--- src/rtl/sram2s_arb_pkg.sv ---
// Shared types and the round-robin search helper for the dual-port SRAM arbiter.
// Tags and picks are sized for the largest supported requester count (8).
package sram2s_arb_pkg;

    localparam int AW_DEF   = 7;
    localparam int DW_DEF   = 16;
    localparam int NREQ_MAX = 8;
    localparam int IDXW     = 3;

    typedef struct packed {
        logic            valid;
        logic [IDXW-1:0] idx;
    } tag_t;

    typedef struct packed {
        logic            found;
        logic [IDXW-1:0] idx;
    } pick_t;

    // First requester at or after ptr (wrapping at nreq) that is requesting and not excluded.
    function automatic pick_t rr_pick(
        input logic [NREQ_MAX-1:0] req_mask,
        input logic [IDXW-1:0]     ptr,
        input logic [IDXW:0]       nreq,
        input logic [NREQ_MAX-1:0] exclude
    );
        pick_t         r;
        logic [IDXW:0] offv;
        logic [IDXW:0] cand;
        r = '0;
        for (int off = NREQ_MAX - 1; off >= 0; off--) begin
            offv = (IDXW + 1)'(off);
            cand = {1'b0, ptr} + offv;
            if (cand >= nreq) begin
                cand = cand - nreq;
            end
            if ((offv < nreq) && req_mask[cand[IDXW-1:0]] && !exclude[cand[IDXW-1:0]]) begin
                r.found = 1'b1;
                r.idx   = cand[IDXW-1:0];
            end
        end
        return r;
    endfunction

endpackage

--- src/rtl/sram2s_arbiter_rr_pick2.sv ---
// Combinational dual round-robin pick: port 0 gets the first requester from the
// pointer, port 1 the next distinct one unless it collides with port 0 on an address.
module rr_pick2
    import sram2s_arb_pkg::*;
#(
    parameter int NREQ = 4,
    parameter int AW   = AW_DEF
) (
    input  logic [NREQ-1:0]    i_req,
    input  logic [NREQ-1:0]    i_we,
    input  logic [NREQ*AW-1:0] i_addr,
    input  logic [IDXW-1:0]    i_ptr,
    output pick_t              o_pick0,
    output pick_t              o_pick1,
    output logic [NREQ-1:0]    o_gnt
);

    localparam logic [IDXW:0] NREQ_L = (IDXW + 1)'(NREQ);

    logic [NREQ_MAX-1:0] w_req_ext;
    logic [NREQ_MAX-1:0] w_excl;
    pick_t               w_p0;
    pick_t               w_p1_raw;
    logic [AW-1:0]       w_a0;
    logic [AW-1:0]       w_a1;
    logic                w_we0;
    logic                w_we1;
    logic                w_hazard;

    assign w_req_ext = NREQ_MAX'(i_req);
    assign w_p0      = rr_pick(w_req_ext, i_ptr, NREQ_L, '0);

    always_comb begin
        w_excl            = '0;
        w_excl[w_p0.idx]  = w_p0.found;
    end

    assign w_p1_raw = rr_pick(w_req_ext, i_ptr, NREQ_L, w_excl);

    always_comb begin
        w_a0  = '0;
        w_a1  = '0;
        w_we0 = 1'b0;
        w_we1 = 1'b0;
        for (int i = 0; i < NREQ; i++) begin
            if (w_p0.idx == IDXW'(i)) begin
                w_a0  = i_addr[i*AW +: AW];
                w_we0 = i_we[i];
            end
            if (w_p1_raw.idx == IDXW'(i)) begin
                w_a1  = i_addr[i*AW +: AW];
                w_we1 = i_we[i];
            end
        end
    end

    // A same-address pair involving a write would race inside the SRAM; port 1 retries.
    assign w_hazard = w_p0.found && w_p1_raw.found && (w_a0 == w_a1) && (w_we0 || w_we1);

    always_comb begin
        o_pick0       = w_p0;
        o_pick1       = w_p1_raw;
        o_pick1.found = w_p1_raw.found && !w_hazard;
    end

    always_comb begin
        o_gnt = '0;
        for (int i = 0; i < NREQ; i++) begin
            o_gnt[i] = (o_pick0.found && (o_pick0.idx == IDXW'(i))) ||
                       (o_pick1.found && (o_pick1.idx == IDXW'(i)));
        end
    end

endmodule

--- src/rtl/sram2s_arbiter.sv ---
// Round-robin arbiter sharing one dual-port SRAM among NREQ requesters.
// Registers the SRAM issue and routes read data back two cycles after the grant.
module sram2s_arbiter
    import sram2s_arb_pkg::*;
#(
    parameter int NREQ = 4,
    parameter int AW   = AW_DEF,
    parameter int DW   = DW_DEF
) (
    input  logic               CLK,
    input  logic               RST,
    input  logic [NREQ-1:0]    REQ,
    input  logic [NREQ-1:0]    REQ_WE,
    input  logic [NREQ*AW-1:0] REQ_ADDR,
    input  logic [NREQ*DW-1:0] REQ_WDATA,
    output logic [NREQ-1:0]    GNT,
    output logic [NREQ-1:0]    RVALID,
    output logic [DW-1:0]      RDATA,
    output logic [DW-1:0]      RDATA1,
    output logic [NREQ-1:0]    RPORT,
    output logic               CE0,
    output logic               CE1,
    output logic [AW-1:0]      A0,
    output logic [AW-1:0]      A1,
    output logic [DW-1:0]      D0,
    output logic [DW-1:0]      D1,
    output logic               WE0,
    output logic               WE1,
    output logic [DW-1:0]      WEM0,
    output logic [DW-1:0]      WEM1,
    input  logic [DW-1:0]      Q0,
    input  logic [DW-1:0]      Q1
);

    pick_t           w_pick [2];
    logic [NREQ-1:0] w_gnt;
    logic [IDXW-1:0] r_ptr;
    logic [IDXW-1:0] w_last;
    logic [IDXW-1:0] w_ptr_nxt;
    logic [AW-1:0]   w_addr [2];
    logic [DW-1:0]   w_wdata [2];
    logic            w_we [2];

    logic            r_ce [2];
    logic [AW-1:0]   r_a [2];
    logic [DW-1:0]   r_d [2];
    logic            r_we [2];
    tag_t            r_tag_s1 [2];
    tag_t            r_tag_s2 [2];

    rr_pick2 #(
        .NREQ (NREQ),
        .AW   (AW)
    ) u_pick (
        .i_req   (REQ),
        .i_we    (REQ_WE),
        .i_addr  (REQ_ADDR),
        .i_ptr   (r_ptr),
        .o_pick0 (w_pick[0]),
        .o_pick1 (w_pick[1]),
        .o_gnt   (w_gnt)
    );

    assign GNT = RST ? '0 : w_gnt;

    always_comb begin
        for (int p = 0; p < 2; p++) begin
            w_addr[p]  = '0;
            w_wdata[p] = '0;
            w_we[p]    = 1'b0;
            for (int i = 0; i < NREQ; i++) begin
                if (w_pick[p].idx == IDXW'(i)) begin
                    w_addr[p]  = REQ_ADDR[i*AW +: AW];
                    w_wdata[p] = REQ_WDATA[i*DW +: DW];
                    w_we[p]    = REQ_WE[i];
                end
            end
        end
    end

    // Port 1 is only ever granted alongside port 0, so it is the later one when present.
    assign w_last    = w_pick[1].found ? w_pick[1].idx : w_pick[0].idx;
    assign w_ptr_nxt = (w_last == IDXW'(NREQ - 1)) ? '0 : w_last + 1'b1;

    always_ff @(posedge CLK or posedge RST) begin
        if (RST) begin
            r_ptr <= '0;
        end else if (w_pick[0].found) begin
            r_ptr <= w_ptr_nxt;
        end
    end

    always_ff @(posedge CLK or posedge RST) begin
        if (RST) begin
            for (int p = 0; p < 2; p++) begin
                r_ce[p]     <= 1'b0;
                r_a[p]      <= '0;
                r_d[p]      <= '0;
                r_we[p]     <= 1'b0;
                r_tag_s1[p] <= '0;
                r_tag_s2[p] <= '0;
            end
        end else begin
            for (int p = 0; p < 2; p++) begin
                r_ce[p] <= w_pick[p].found;
                r_we[p] <= w_pick[p].found && w_we[p];
                if (w_pick[p].found) begin
                    r_a[p] <= w_addr[p];
                    r_d[p] <= w_wdata[p];
                end
                r_tag_s1[p].valid <= w_pick[p].found && !w_we[p];
                r_tag_s1[p].idx   <= w_pick[p].idx;
                r_tag_s2[p]       <= r_tag_s1[p];
            end
        end
    end

    always_comb begin
        RVALID = '0;
        RPORT  = '0;
        for (int i = 0; i < NREQ; i++) begin
            for (int p = 0; p < 2; p++) begin
                if (r_tag_s2[p].valid && (r_tag_s2[p].idx == IDXW'(i))) begin
                    RVALID[i] = 1'b1;
                    RPORT[i]  = 1'(p);
                end
            end
        end
    end

    assign RDATA  = Q0;
    assign RDATA1 = Q1;
    assign CE0    = r_ce[0];
    assign CE1    = r_ce[1];
    assign A0     = r_a[0];
    assign A1     = r_a[1];
    assign D0     = r_d[0];
    assign D1     = r_d[1];
    assign WE0    = r_we[0];
    assign WE1    = r_we[1];
    assign WEM0   = '1;
    assign WEM1   = '1;

endmodule

--- config.mk ---
export PLATFORM = sky130hd
export DESIGN_NAME = sram2s_arbiter
export DESIGN_NICKNAME = d
export VERILOG_FILES = /design/src/rtl/sram2s_arb_pkg.sv /design/src/rtl/sram2s_arbiter_rr_pick2.sv /design/src/rtl/sram2s_arbiter.sv
export SDC_FILE = /design/constraint.sdc
export NUM_CORES = 1
export LEC_CHECK = 0
export CAP_MARGIN = 20
export CELL_PAD_IN_SITES_DETAIL_PLACEMENT = 1
export CELL_PAD_IN_SITES_GLOBAL_PLACEMENT = 1
export CORE_UTILIZATION = 29
export CTS_CLUSTER_DIAMETER = 40
export DETAILED_ROUTE_END_ITERATION = 12
export GPL_ROUTABILITY_DRIVEN = 0
export GPL_TIMING_DRIVEN = 0
export PLACE_DENSITY = 0.92
export SLEW_MARGIN = 25
export SYNTH_ARGS = -nofsm -noshare
export SYNTH_HDL_FRONTEND = slang
export SYNTH_SLANG_ARGS = --single-unit
export TNS_END_PERCENT = 50
--- constraint.sdc ---
create_clock -name CLK -period 5.85 [get_ports CLK]
set_input_delay 1.17 -clock CLK [delete_from_list [all_inputs] [get_ports CLK]]
set_output_delay 1.17 -clock CLK [all_outputs]
set_load 0.05 [all_outputs]
==> metrics.md, run 1 <==
| Metric | Value |
|---|---|
| Worst Setup Slack, final | -4.36 ps |
| R2r startpoint | r_ptr[1] |
| Sum of met2 wire segment lengths after detailed routing | about 13 mm |
| Most frequently used flop master after synthesis | dfrtp_1 |
| Detail Route met3 WL | 1.86 mm |
| Number of H-tree levels | 3 |
| Mapped Area | between 0.005 and 0.006 mm² |
| Last element of the critical path | GNT[0] |
| Worst reg-to-reg setup slack | 620 ps |
| Via count of the first global-routing pass | 6477 |
| Final count of hold timing violations | 0 |
| Clk Latency, worst-skew pair | 360 ps |
| Number of ports placed on the die boundary | 260 |
| Distinct cell type count after synthesis | 75 |
| EDFF count, synth | 0 |
| Most frequent cells in the layout | 187 x clkdlybuf4s50_1, 184 x nand2_1, 107 x buf_4 |
| Pins over their slew limit | 0 |
| Number of input and output port buffers inserted | 195 |
| Effective utilization at floorplan | 30.0% |
| TritonCTS clock tree | done |
| Sequential cell area | 0.00173 mm² |
| Length of routed wiring on met1 | ~10 mm |
| Max Root-Sink Buffers | 2 |
| Antenna violations before repair | 0 |
| Routed len/inst | 21.7 µm |
| Crit share post-route | 100% |
| Chip height | 139 µm |
| Utilization after layout | 48.7% |
| Largest net degree at the start of global routing | 41 |
| Ys Warns | 0 |
| Most common cell after layout, fill and taps aside | clkdlybuf4s50_1 |
| Clock slew seen by the registers of the worst setup and hold paths | 60 ps |
| Final-layout fill cell count | 2146 |
| Failing checks | setup timing |
| Synth-to-layout area growth | 62.4% |
| Worst Setup Path Type | register to output pin |
| Routed vias | 6375 |
| Total congestion overflow | 0 |
| Cell taking the most area after synthesis | dfrtp_1 |
| Die outline area | 0.0195 mm² |
| Max Freq | 171 MHz |
| Multi-input gate area in the final layout | 0.00338 mm² |
| Sequential area share after synthesis | 31.5% |
| Fraction of layout cells with a size suffix above 1 | approximately a quarter |
| Worst slack at placement | -1410 ps |
| Number of nets in the finished design | ~1100 |
| Via density per instance | 5.32 |
| Max cap viols | 0 |
| Total placed instance area | approximately 0.0079 mm² |
| CORE AREA | 0.0183 mm² |
| Type of element capturing the critical path | output pin |
| CP max FO | 7 |
| Synth top area cells | dfrtp_1 32%, nand2_1 13%, buf_4 9.0%, mux2i_1 5.3%, nand3_1 3.5% |
| Synthesized flop and latch total | 69 |
| Initial detailed-routing violation count | 397 |
| Number of buffers created by CTS | 9 |
| First-pass DRT Iterations | 5 |
| GRT Total Usage | 24.7% |
| Post-synthesis async set-or-reset flop share | 100% |
| Wire length after detailed routing | 26.0 mm |
| Global-route wire length before repair | 36.7 mm |
| Required time reported for the critical path endpoint | 4680 ps |
| Worst relative slew slack | 47.3% |
| Highest routing layer actually used | met4 |
| Setup-violating endpoint count in the final report | 1 |
| Post-route antenna net violation count | 0 |
| Startpoint of the most critical setup path | r_ptr[1] |
| Number of core rows | about 50 |
| Class of the most critical hold timing path | register to register |
| Clock tree root buffer cell | clkbuf_16 |
| Count of mapped cells out of synthesis | 681 |
| Terminus of the critical flop-to-flop path | r_ptr[1] |
| Total DRC errors in the routed layout | 0 |
| Worst reg2reg path depth | 24 |
| Yosys top cell area share | 31.5% |
| Clock sink count | 69 |
| Setup clock skew after layout | 10.7 ps |
| Shortest period the worst path allows | around 5900 ps |
| Post-route cell area | around 0.009 mm² |
| Worst Max-Slew Pin Slew | 791 ps |
| Startpoint types | register |
| Average footprint of a synthesized cell | 8.05 µm² |
| Status | finished with violations |
| HPWL Detailed | 17.5 mm |
| Critical Path AT | 4680 ps |
| Diode count | 0 |
| Die X | 139 µm |
flip-flops by register name, summed over array words and instances, names as in the netlist:
signal and count:
A1 7, r_ptr 3, CE1 1, D1 16, r_tag_s2 8, A0 7
CE0 1, WE1 1, r_tag_s1 8, D0 16, WE0 1
worst max-delay path, stage by stage, from the launching register on:
cell and delay (ps):
dfrtp_2 390, buf_8 140, clkinvlp_4 130, ha_1 310, buf_6 130, mux4_2 610, nor3_4 270, o31ai_2 110
and2_4 160, buf_6 140, inv_6 70, buf_8 120, buf_4 110, nand2_1 60, and3_1 190, a31oi_2 220
xnor2_1 130, a211o_1 360, o21ba_4 260, a41o_1 240, buf_6 160
final cells by class:
cell class	count	share of cell area, %
Buffer	106	8.62
Sequential cell	69	19.4
Clock buffer	9	2.53
Inverter	15	0.843
Timing Repair Buffer	243	26.6
Multi-Input combinational cell	521	38.0
Tap cell	229	3.22
Clock inverter	7	0.829
Yosys cell counts (all sizes together), types with 8 or more instances:
cell type	count
nand2	187
buf	84
dfrtp	69
nand3	38
o21ai	35
mux2i	31
mux2	28
clkbuf	25
and3	24
a31oi	21
nor2	18
inv	12
a21oi	10
o22ai	10
nand2b	8
metal layers:
layer	track usage, %	vias up
met1	28.7	3120
li1	-	2818
met2	43.4	356
met5	0	-
met4	12.4	0
met3	4.75	81
through the flow:
step / cells / hold slack, ps / TNS [ps]
6_report: 1199 / 347 / -4.36
5_1_grt: 1199 / 353 / -236
4_1_cts: 1175 / 349 / 0
3_5_place_dp: 1138 / 336 / -5040
3_3_place_gp: 1137 / 332 / -5120
2_1_floorplan: 713 / 331 / 0
kinds of logic (layout without fill, tap and decap cells):
logic type               after synthesis  after routing  synth area share [%]
multiplexers                          61             61                  12.7
buffers and inverters                124            380                  14.6
AO/OA/AOI/OAI                        112            113                  14.2
AND/OR/NAND/NOR                      302            302                  24.8
XOR/XNOR                               8              8                  1.42
adder cells (fa/ha/maj)                3              3                 0.685
other                                  2             34                 0.137
flip-flops                            69             69                  31.5
timing repair:
action	4_1_cts	5_1_grt
resized for setup	77	53
cloned	3	1
pin swaps	15	17
hold buffers	0	0
setup endpoints to repair	4	4
buffers inserted	21	23
worst min-delay path by stage:
stage | from | endpoint | cells past startpoint
6_report | r_tag_s1[4] | r_tag_s2[4] | 0
5_1_grt | r_tag_s1[1] | r_tag_s2[1] | 0
4_1_cts | r_tag_s1[7] | r_tag_s2[7] | 0
3_5_place_dp | r_tag_s1[1] | r_tag_s2[1] | 0
3_3_place_gp | r_tag_s1[0] | r_tag_s2[0] | 0
2_1_floorplan | r_tag_s1[0] | r_tag_s2[0] | 0
Power of run 1 is left out: the tool's default activity adds up to more than one toggle a clock period on the data nets, which glitch-free logic cannot reach.
==> inputs of run 2 (changes only) <==
Settings changed: PLACE_DENSITY 0.92 to not set, PLACE_DENSITY_LB_ADDON set to 0.1.
==> run 2 against run 1 <==
Net effect: the flow now finishes without violations; worst hold slack lost 1.2 ps; cell count down 1.5%; non-clock buffer count decreased by 18; register-to-register slack gained 380 ps; sequential share of layout area rose by 0.31 points; routed wire length shrank 10%; first-iteration DRC count fell by 39%; core utilization shrank 0.77 points; worst setup slack improved by 130 ps; cell area fell by 1.6%; count of clock-buffer cells in the layout stayed put.
==> metrics.md, run 2 (same netlist as run 1, synthesis figures left out) <==
| Metric | Value |
|---|---|
| Most frequent cells in the layout | 187 x clkdlybuf4s50_1, 184 x nand2_1, 94 x buf_4 |
| Setup clock skew after layout | 3.02 ps |
| Total congestion overflow | 0 |
| Peak per-stage delay on the critical path | 460 ps |
| GRT Total Usage | 24.0% |
| Wire length after detailed routing | 23.4 mm |
| Type of element capturing the critical path | output pin |
| Worst Max-Slew Pin Slew | 778 ps |
| Number of buffers created by CTS | 9 |
| Number of H-tree levels | 3 |
| Number of nets in the finished design | 1084 |
| Die outline area | just under 0.02 mm² |
| Critical Path AT | 4550 ps |
| Clock tree root buffer cell | clkbuf_16 |
| Met2 routing resource usage after global routing | 41.7% |
| Setup-violating endpoint count in the final report | 0 |
| CORE AREA | 0.0183 mm² |
| Sequence of cells on the critical path | dlygate4sd2_1 -> buf_6 -> mux2i_2 -> or4_4 -> o31a_1 -> o31a_1 -> nor3_4 -> inv_4 -> buf_4 -> and3_4 -> or3_1 -> a211o_4 -> o21ba_4 -> a41o_1 -> buf_6 |
| Worst relative slew slack | 48.1% |
| Status | complete, no violations |
| Via density per instance | around 5 |
| Most Crowded Layer GR | met2 |
| First-pass DRT Iterations | 4 |
| Max Root-Sink Buffers | 2 |
| Startpoint types | input pin |
| Worst Hold Margin | ~350 ps |
| Antenna violations before repair | 0 |
| Required time reported for the critical path endpoint | 4680 ps |
| Final count of hold timing violations | 0 |
| Total DRC errors in the routed layout | 0 |
| Effective utilization at floorplan | ~30% |
| Number of input and output port buffers inserted | 195 |
| Max Freq | approximately 170 MHz |
| Final-layout fill cell count | roughly 2100 |
| TritonCTS clock tree | done |
| Number of ports placed on the die boundary | 260 |
| Clock sink count | 69 |
| Via count of the first global-routing pass | approximately 6500 |
| Worst Setup Path Type | input pin to output pin |
| Clk Latency, worst-skew pair | 350 ps |
| Die X | 139 µm |
| Post-route antenna net violation count | 0 |
| Largest net degree at the start of global routing | between 40 and 50 |
| Most common cell after layout, fill and taps aside | clkdlybuf4s50_1 |
| Global-route wire length before repair | 35.8 mm |
| Clock slew seen by the registers of the worst setup and hold paths | about 60 ps |
| Synth-to-layout area growth | 59.9% |
| Post-route cell area | 0.00876 mm² |
| Chip height | 139 µm |
| Critical-path top delay cell | or4_4 |
| Pins over their slew limit | 0 |
| Class of the most critical hold timing path | register to register |
| Number of core rows | 49 |
| Crit share post-route | 97.8% |
| Shortest period the worst path allows | 5720 ps |
| Met1 track utilization from global routing | 29.3% |
| Fraction of layout cells with a size suffix above 1 | 22.4% |
| CP max FO | 5 |
| HPWL Detailed | 17.0 mm |
| Routed vias | between 6000 and 7000 |
| Total placed instance area | 0.00787 mm² |
| Initial detailed-routing violation count | between 200 and 250 |
| GR Layer Usage met3 | under 10% |
| Max cap viols | 0 |
| Routed len/inst | 19.9 µm |
| Diode count | 0 |
==> run 2: changes by cell type in the layout (fill, tap and decap cells not counted), moves of 3 or more <==
cell,previous run,this run
clkbuf_4,3,0
clkbuf_2,10,6
clkbuf_1,16,19
buf_4,107,94
==> run 2: critical path: cells and delay by family <==
family	cells	cell delay (ps)
buf+inv	5	830
mux	1	100
compound gates	5	1250
simple gates	4	1190
==> run 2: final cells by class <==
type / count / area (µm²) / share of cell area [%]
tap: 229 / 287 / 3.27
clock buffer: 9 / 225 / 2.57
timing repair buffer: 226 / 2220 / 25.4
sequential: 69 / 1730 / 19.7
inverter: 15 / 67.6 / 0.771
multi-input combinational: 521 / 3380 / 38.6
clock inverter: 7 / 103 / 1.17
buffer: 105 / 746 / 8.51
==> run 2: final timing paths <==
check | start | to | slack, ps | depth (start not counted)
max | REQ[1] | GNT[0] | 130 | 15
min | r_tag_s1[1] | r_tag_s2[1] | 350 | 0
max reg2reg | r_ptr[0] | r_ptr[1] | 1000 | 20
min reg2reg | r_tag_s1[1] | r_tag_s2[1] | 350 | 0
max in group asynchronous | RST | D0[2] | 4000 | 3
min in group asynchronous | RST | D0[13] | 1290 | 2
==> run 2: metrics by stage <==
step,setup slack [ps],util [%],std cells,setup TNS [ps]
floorplan,267,-,713,0
CTS,8.67,46.7,1173,0
global placement,-1410,42.9,1137,-5090
global route,-31.6,48.0,1181,-31.6
detailed placement,-1500,43.1,1138,-5300
finish,129,48.0,1181,0
==> run 2: repair_timing <==
action,CTS,global route
hold buffers,0,0
pin swaps,11,16
buffers inserted,21,8
endpoints found under the setup margin,4,4
gates cloned,2,0
gates resized for setup,69,37
==> run 2: layer usage <==
layer  part of all wire (%)  vias to the layer above
li1                       -                     2783
met1                     42                     2942
met2                     49                      265
met3                    6.2                       44
met4                    3.0                        0
met5                      0                        -
Power of run 2 is left out for the same reason.
